--- src/rtl/idx_oh_pkg.sv ---
// Shared helpers for index <-> one-hot lane bookkeeping: direction codes,
// index decode and popcount over a fixed maximum lane width.
package idx_oh_pkg;

    localparam int          MAX_SIGNALS = 64;
    localparam logic [31:0] DIR_LSB0    = "LSB0";
    localparam logic [31:0] DIR_MSB0    = "MSB0";

    // Out-of-range indices decode to all-zero so they can never mark a lane.
    function automatic logic [MAX_SIGNALS-1:0] idx_to_oh_f(
        input int          index,
        input int          num_signals,
        input logic [31:0] direction
    );
        logic [MAX_SIGNALS-1:0] oh;
        int                     pos;
        oh  = '0;
        pos = (direction == DIR_MSB0) ? (num_signals - 1 - index) : index;
        if ((index >= 0) && (index < num_signals)) begin
            oh = {{(MAX_SIGNALS-1){1'b0}}, 1'b1} << pos;
        end
        return oh;
    endfunction

    function automatic int popcount_f(input logic [MAX_SIGNALS-1:0] vec);
        int cnt;
        cnt = 0;
        for (int i = 0; i < MAX_SIGNALS; i++) begin
            cnt = cnt + {31'b0, vec[i]};
        end
        return cnt;
    endfunction

endpackage

--- src/rtl/idx_to_oh.sv ---
// Combinational index to one-hot decoder; zero output on invalid strobe or out-of-range index.
// Latency: none. Backpressure: none.
module idx_to_oh
    import idx_oh_pkg::*;
#(
    parameter int          NUM_SIGNALS = 8,
    parameter logic [31:0] DIRECTION   = DIR_LSB0,
    parameter int          INDEX_WIDTH = $clog2(NUM_SIGNALS)
) (
    input  logic                   valid,
    input  logic [INDEX_WIDTH-1:0] index,
    output logic [NUM_SIGNALS-1:0] one_hot
);

    always_comb begin
        one_hot = '0;
        if (valid) begin
            one_hot = NUM_SIGNALS'(idx_to_oh_f(32'(index), NUM_SIGNALS, DIRECTION));
        end
    end

endmodule

--- src/rtl/idx_to_oh_tracker.sv ---
// Pending-lane tracker: set/clr index events into a one-hot mask, drained one lane at a time
// as {one-hot, index}. Latency: set -> pending 1 cycle -> output 1 cycle. Backpressure: output
// holds while out_ready low; pending merges sets. Optional IDX_TO_OH_TRACKER_CHECK_EN adds index_error.
module idx_to_oh_tracker
    import idx_oh_pkg::*;
#(
    parameter int          NUM_SIGNALS = 8,
    parameter logic [31:0] DIRECTION   = DIR_LSB0,
    parameter int          INDEX_WIDTH = $clog2(NUM_SIGNALS)
) (
    input  logic                   clk,
    input  logic                   reset,
    input  logic                   set_valid,
    input  logic [INDEX_WIDTH-1:0] set_index,
    input  logic                   clr_valid,
    input  logic [INDEX_WIDTH-1:0] clr_index,
    output logic                   out_valid,
    input  logic                   out_ready,
    output logic [NUM_SIGNALS-1:0] out_one_hot,
    output logic [INDEX_WIDTH-1:0] out_index,
    output logic [NUM_SIGNALS-1:0] pending_mask,
    output logic [INDEX_WIDTH:0]   pending_count,
    output logic                   index_error
);

    localparam int CW = INDEX_WIDTH + 1;

    logic [NUM_SIGNALS-1:0] set_oh, clr_oh, load_oh, pick_oh, pend_by_idx;
    logic [NUM_SIGNALS-1:0] pending_q, pending_d;
    logic [INDEX_WIDTH:0]   count_q, count_d;
    logic                   out_valid_q, out_valid_d;
    logic [NUM_SIGNALS-1:0] out_one_hot_q, out_one_hot_d;
    logic [INDEX_WIDTH-1:0] out_index_q, out_index_d;
    logic [INDEX_WIDTH-1:0] pick_idx;
    logic                   found, load;

    idx_to_oh #(.NUM_SIGNALS(NUM_SIGNALS), .DIRECTION(DIRECTION), .INDEX_WIDTH(INDEX_WIDTH)) u_set_dec (
        .valid   (set_valid),
        .index   (set_index),
        .one_hot (set_oh)
    );

    idx_to_oh #(.NUM_SIGNALS(NUM_SIGNALS), .DIRECTION(DIRECTION), .INDEX_WIDTH(INDEX_WIDTH)) u_clr_dec (
        .valid   (clr_valid),
        .index   (clr_index),
        .one_hot (clr_oh)
    );

    // Reorder pending into index order so both directions pick the smallest index.
    always_comb begin
        pend_by_idx = (DIRECTION == DIR_MSB0) ? {<<{pending_q}} : pending_q;
        found       = 1'b0;
        pick_idx    = '0;
        for (int i = NUM_SIGNALS - 1; i >= 0; i--) begin
            if (pend_by_idx[i]) begin
                found    = 1'b1;
                pick_idx = INDEX_WIDTH'(i);
            end
        end
        pick_oh = NUM_SIGNALS'(idx_to_oh_f(32'(pick_idx), NUM_SIGNALS, DIRECTION));
    end

    always_comb begin
        load          = !out_valid_q || out_ready;
        out_valid_d   = out_valid_q;
        out_one_hot_d = out_one_hot_q;
        out_index_d   = out_index_q;
        load_oh       = '0;
        if (load) begin
            out_valid_d = found;
            if (found) begin
                out_one_hot_d = pick_oh;
                out_index_d   = pick_idx;
                load_oh       = pick_oh;
            end
        end
        pending_d = (pending_q & ~clr_oh & ~load_oh) | set_oh;
        count_d   = CW'(popcount_f(MAX_SIGNALS'(pending_d)));
    end

    always_ff @(posedge clk or posedge reset) begin
        if (reset) begin
            pending_q     <= '0;
            count_q       <= '0;
            out_valid_q   <= 1'b0;
            out_one_hot_q <= '0;
            out_index_q   <= '0;
        end else begin
            pending_q     <= pending_d;
            count_q       <= count_d;
            out_valid_q   <= out_valid_d;
            out_one_hot_q <= out_one_hot_d;
            out_index_q   <= out_index_d;
        end
    end

    assign out_valid     = out_valid_q;
    assign out_one_hot   = out_one_hot_q;
    assign out_index     = out_index_q;
    assign pending_mask  = pending_q;
    assign pending_count = count_q;

`ifdef IDX_TO_OH_TRACKER_CHECK_EN
    logic index_error_q, index_error_d;
    logic set_bad, clr_bad;

    always_comb begin
        set_bad       = set_valid && (32'(set_index) >= NUM_SIGNALS);
        clr_bad       = clr_valid && (32'(clr_index) >= NUM_SIGNALS);
        index_error_d = index_error_q | set_bad | clr_bad;
    end

    always_ff @(posedge clk or posedge reset) begin
        if (reset) begin
            index_error_q <= 1'b0;
        end else begin
            index_error_q <= index_error_d;
        end
    end

    always @(posedge clk) begin
        if (!reset && (set_bad || clr_bad)) begin
            $error("idx_to_oh_tracker: out-of-range index set=%0d clr=%0d", set_index, clr_index);
        end
    end

    assign index_error = index_error_q;
`else
    assign index_error = 1'b0;
`endif

endmodule

--- config.mk ---
export PLATFORM = sky130hd
export DESIGN_NAME = idx_to_oh_tracker
export DESIGN_NICKNAME = d
export VERILOG_FILES = /design/src/rtl/idx_oh_pkg.sv /design/src/rtl/idx_to_oh.sv /design/src/rtl/idx_to_oh_tracker.sv
export SDC_FILE = /design/constraint.sdc
export NUM_CORES = 1
export LEC_CHECK = 0
export ABC_AREA = 1
export CAP_MARGIN = 20
export CORE_UTILIZATION = 50
export CTS_BUF_LIST = sky130_fd_sc_hd__clkbuf_4
export DETAILED_ROUTE_END_ITERATION = 12
export PLACE_DENSITY = 0.82
export RECOVER_POWER = 25
export SLEW_MARGIN = 10
export SYNTH_ARGS = -nofsm -noshare
export SYNTH_HDL_FRONTEND = slang
export SYNTH_SLANG_ARGS = --single-unit
--- constraint.sdc ---
create_clock -name clk -period 4.8 [get_ports clk]
set_input_delay 0.72 -clock clk [delete_from_list [all_inputs] [get_ports clk]]
set_output_delay 0.72 -clock clk [all_outputs]
set_load 0.05 [all_outputs]
* Yosys cells after proc, flatten, opt, wreduce, memory -nomap -nowiden
Index checks and enable logic that the tools add are counted.
** Cells by class
- Multiplexer cells :: 20
- Shift operators :: 3
- Reduce and logical (&&, ||, !) cells :: 3
- Add/subtract/negate cells :: 7
- Bitwise logic cells :: 5
** Operators with widths (number)
- $mux 8 :: 4
- $mux 3 :: 8
- $shl 1x3->8 const A :: 3
- $add 4x1->4 :: 4
- $and 8x8->8 :: 2
- $not 8->8 :: 2
- $mux 1 :: 8
- $or 8x8->8 :: 1
- $add 3x1->4 :: 1
- $add 2x1->3 :: 1
- $add 1x1->2 :: 1
- $reduce_and 2->1 :: 1
- $logic_not 1->1 :: 1
- $logic_or 1x1->1 :: 1
** Storage, ports and cells
- Bits of input ports :: 11
- Flip-flop bits (word level) :: 24
- Output and inout port bits :: 25

* Logic depth before layout (Yosys ltp)
- Depth after elaboration :: 21
- Depth in mapped cells :: 19

* Cells and area by module
A second synthesis with hierarchy kept.
** Second synthesis, totals
- Cells, all modules :: 171
- Area, all modules :: 1352.5 um^2
** By module, submodules not included
- idx_to_oh_tracker :: cells an instance 137, area an instance 1224.9 um^2, seq. area each 600.6 um^2, times used 1
- idx_to_oh :: cells an instance 17, area an instance 63.8 um^2, seq. area each 0.0 um^2, times used 2

* Least setup slack after synthesis
No wires, ideal clock.
- Path type :: register to register
- Start point :: reg pending_q[4], in the netlist pending_mask[4]
- End point :: reg count_q[2], in the netlist pending_count[2]
- Setup slack :: 1.012 ns
- Buffers on the path :: 0
- Period minus slack after synthesis :: 3.788 ns
- Arrival :: 3.665 ns
- Stages on the path, launching flop included :: 18
- Path through :: dfrtp_1 -> nor2_1 -> o21ai_0 -> nand2_1 -> nand2_1 -> inv_2 -> nand3_1 -> nand3_1 -> o21ai_0 -> fa_1 -> fa_1 -> inv_1 -> fa_1 -> inv_1 -> ha_1 -> inv_1 -> fa_1 -> xnor2_1
** On the way
- Elaborated cells on any way between the ends :: 24
- Classes of those cells :: add/sub (7); shift (1); mux (12); bitwise (4)
** RTL lines
- from (decl) :: line idx_to_oh_tracker.sv:29 : logic [NUM_SIGNALS-1:0] pending_q, pending_d;
- from (signal assigned) :: line idx_to_oh_tracker.sv:89 : pending_q <= pending_d;
- $mux 3 (5 in series) :: line idx_to_oh_tracker.sv:55 : if (pend_by_idx[i]) begin
- $shl 1x3->8 :: line idx_oh_pkg.sv:20 : oh = {{(MAX_SIGNALS-1){1'b0}}, 1'b1} << pos;
- $mux 8 (*) :: line idx_to_oh_tracker.sv:71 : if (found) begin
- $mux 8 (*) :: line idx_to_oh_tracker.sv:69 : if (load) begin
- $not 8->8 (*) :: line idx_to_oh_tracker.sv:77 : pending_d = (pending_q & ~clr_oh & ~load_oh) | set_oh;
- $and 8x8->8 (*) :: line idx_to_oh_tracker.sv:77
- $or 8x8->8 (*) :: line idx_to_oh_tracker.sv:77
- net pending_d[3] :: line idx_to_oh_tracker.sv:29
- $add 3x1->4 (*) :: line idx_oh_pkg.sv:29 : cnt = cnt + {31'b0, vec[i]};
- $add 4x1->4 (*) (4 in series) :: line idx_oh_pkg.sv:29
- net count_d[2] :: line idx_to_oh_tracker.sv:30 : logic [INDEX_WIDTH:0] count_q, count_d;
- to (signal assigned) :: line idx_to_oh_tracker.sv:90 : count_q <= count_d;
- to (decl) :: line idx_to_oh_tracker.sv:30
The timed path passes the listed nets; every way through them passes the cells marked *.
A chain may end at the register's enable or synchronous reset.

* Worst setup path after layout
- Start point :: in out_ready
- End point :: reg count_q[2], in the netlist pending_count[2]
** On the way
- Elaborated cells on any way between the ends :: 12
- Classes of those cells :: add/sub (7); mux (1); bitwise (3); reduce/logical (1)
** RTL lines
- from (decl) :: line idx_to_oh_tracker.sv:18 : input logic out_ready,
- $logic_or 1x1->1 :: line idx_to_oh_tracker.sv:64 : load = !out_valid_q || out_ready;
- $mux 8 :: line idx_to_oh_tracker.sv:69
- $not 8->8 :: line idx_to_oh_tracker.sv:77
- $and 8x8->8 :: line idx_to_oh_tracker.sv:77
- $or 8x8->8 :: line idx_to_oh_tracker.sv:77
- net pending_d[3] :: line idx_to_oh_tracker.sv:29
- $add 3x1->4 :: line idx_oh_pkg.sv:29
- $add 4x1->4 (4 in series) :: line idx_oh_pkg.sv:29
- net count_d[2] :: line idx_to_oh_tracker.sv:30
The timed path passes the listed nets, and every way through them passes these cells.

==> impl_metrics.ini <==
[outcome]
result_of_the_run = completed

[logic_synthesis]
ys.warnings.count = 0
ys_seq_area_frac = 0.438
ys_ff_latch = 24
post_synth_inst_count = 154
syn_avg_cell_area_um2 = 8.91
netlist_area_mm2 = 0.00137
postSynthNetCount = 172
synthDistinctLibCells = 26

[cells_and_area]
stdcell_count = 220
fin_nets = 209
syn2layout_area_growth_pct = 25.9
antenna_cells_inserted = 0
most-common-layout-cells = sky130_fd_sc_hd__clkdlybuf4s50_1, sky130_fd_sc_hd__inv_1, sky130_fd_sc_hd__nand2_1
layout.filler_cells = 203
mostFrequentLayoutCell = sky130_fd_sc_hd__clkdlybuf4s50_1
share_of_cells_above_drive_strength_1 = 0.179

[sta]
post-route-period-util = 0.889
finalCriticalPeriod_ns = 4.27
clock-skew-final_ns = 0.00857
number_of_failing_setup_endpoints_in_the_final_timing_report = 0
finalMaxSlewViolations = 0
fin_worst_hold_slack_ns = 0.502
timing.slew.headroom = 0.407
rsz0062_at_grt = no
max_slew.worst_pin.slew_ns = 0.889
final_hold_viol_count = 0
maximum_operating_frequency_mhz = 234
finalSetupTns_ns = 0

[global_routing]
grt_most_used_layer = met2
gr-usage-all-layers = 0.212
use_met3 = 0.0250
maximum_number_of_pins_on_one_net_before_global_route_repair = 25
grt_met2_use = 0.372
sum_of_overflow_across_all_layers_after_global_routing = 0
met1_usage = 0.260
first_global_vias = 1036
number_of_antenna_violations_at_the_first_check_in_global_routing = 0
grt_first_pass_wirelength_um = 4370

[run]
max_cap_violations = 0

[critical_path]
reg2reg_from = pending_mask[4]$_DFF_PP0_
r2r_slack_ns = 1.00
timing.critical_path.required_ns = 5.02
timing.critical_path.from_type = primary input
crit_arrival_ns = 4.48
end_kind = flop
ff2ff_path_depth = 17
reg2reg_to = pending_count[2]$_DFF_PP0_
timing.critical_path.fanout_max = 5
path_class = primary input to flop

[floorplanning]
chipHeight_um = 54.4
floorplan.initialDensity = 0.539
design.die.area_mm2 = 0.00296
die_w_um = 54.4
row_count = 18
top_level_ports = 36
core_region_area_mm2 = 0.00254

[clocking]
worstSkewPairLatency_ns = 0.31
path_clk_slew_ns = 0.13
cts-htree-levels = 1
cts-hold-fix-buffers = 0
cts-buffers-inserted = 3
cts_repair_resize_count = 0
cts.repair_timing.setup_buffer_count = 0
cts.sink_count = 24
cell_chosen_for_the_clock_root = sky130_fd_sc_hd__clkbuf_4
cts-root-to-sink-buffers = 2
tritoncts = built

[detailed_routing]
routed-via-count = 1081
drc = 0
detailedRoute.firstPassIterationCount = 4
route.detailed.vias_per_inst = 4.91
wl_per_cell_um = 12.1
totalWireLength_um = 2660
ant_nets = 0
detail_route.iter0.violations = 28

[worst_hold_path]
hold-path-endpoint = out_index[0]$_DFFE_PP0P_
holdCritStartpoint = out_index[0]$_DFFE_PP0P_
worst_hold_path.num_cells = 2
holdCritPathClass = flop to flop

[place]
port-buffer-count = 34
dp_hpwl_um = 2240
dp_cells = 216
replace_congestion = 0.901
per-stage QoR:
step                      area [um2]   util  setup slack, ns
after global routing            1730  0.679            0.370
after CTS                       1750  0.687            0.632
after floorplan                 1370      -             1.01
final                           1730  0.679            0.533
after detailed placement        1720  0.677            0.310
after global placement          1720  0.677            0.404
cell type report:
class	count	area, um2	share of cell area
Multi-Input combinational cell	99	614	0.356
Sequential cell	24	601	0.348
Inverter	29	109	0.0630
Clock inverter	1	3.75	0.00217
Timing Repair Buffer	34	340	0.197
Tap cell	30	37.5	0.0217
Clock buffer	3	22.5	0.0130
synth_stat cells, drive strengths merged:
cell type | instances | area (um2)
nand2 | 43 | 214
dfrtp | 24 | 601
inv | 29 | 109
nand3 | 10 | 65.1
nand4 | 2 | 12.5
conb | 1 | 3.75
buf | 2 | 27.5
xnor2 | 1 | 8.76
a31oi | 1 | 6.26
nor2 | 15 | 95.1
o31ai | 1 | 7.51
a21oi | 7 | 35.0
ha | 3 | 37.5
fa | 4 | 80.1
o21ai | 10 | 61.3
a22o | 1 | 8.76
worst max-delay path by stage:
stage	from	end	slack, ns	cells after the start
global placement	out_ready	pending_count[1]$_DFF_PP0_	0.40	15
CTS	out_ready	pending_count[2]$_DFF_PP0_	0.63	15
detailed placement	out_ready	pending_count[2]$_DFF_PP0_	0.31	15
finish	out_ready	pending_count[2]$_DFF_PP0_	0.53	15
global route	out_ready	pending_count[2]$_DFF_PP0_	0.37	15
floorplan	pending_mask[4]$_DFF_PP0_	pending_count[2]$_DFF_PP0_	1.01	17
kinds of logic (layout without fill, tap and decap cells):
logic type	Yosys count	after routing	synth area share
fa+ha+maj	7	7	0.0857
buf+inv	31	67	0.0994
simple gates	70	70	0.282
flops	24	24	0.438
other cells	1	1	0.00273
xor+xnor	1	1	0.00638
compound gates	20	20	0.0866
worst max-delay path, cell delays in order:
cell and delay [ns]:
sky130_fd_sc_hd__dlygate4sd3_1 0.53, sky130_fd_sc_hd__nor2_1 0.35, sky130_fd_sc_hd__a21oi_1 0.15, sky130_fd_sc_hd__nand3_1 0.15, sky130_fd_sc_hd__nand3_1 0.08, sky130_fd_sc_hd__o21ai_0 0.14
sky130_fd_sc_hd__fa_1 0.50, sky130_fd_sc_hd__fa_1 0.52, sky130_fd_sc_hd__inv_1 0.05, sky130_fd_sc_hd__fa_1 0.45, sky130_fd_sc_hd__inv_1 0.08, sky130_fd_sc_hd__ha_1 0.18
sky130_fd_sc_hd__inv_1 0.07, sky130_fd_sc_hd__fa_1 0.37, sky130_fd_sc_hd__xnor2_1 0.13
layer usage:
layer  up-vias  routed length [um]
met3         4                 110
li1        547                   -
met4         0                  38
met2        30                1380
met1       500                1130
met5         -                   0
flip-flops by register name, summed over array words and instances, names as in the netlist:
register,count
out_index,3
pending_mask,8
out_valid,1
pending_count,4
out_one_hot,8
Power is not shown: default switching activity piles up to over one toggle a cycle in this logic, so the estimate is an artifact.
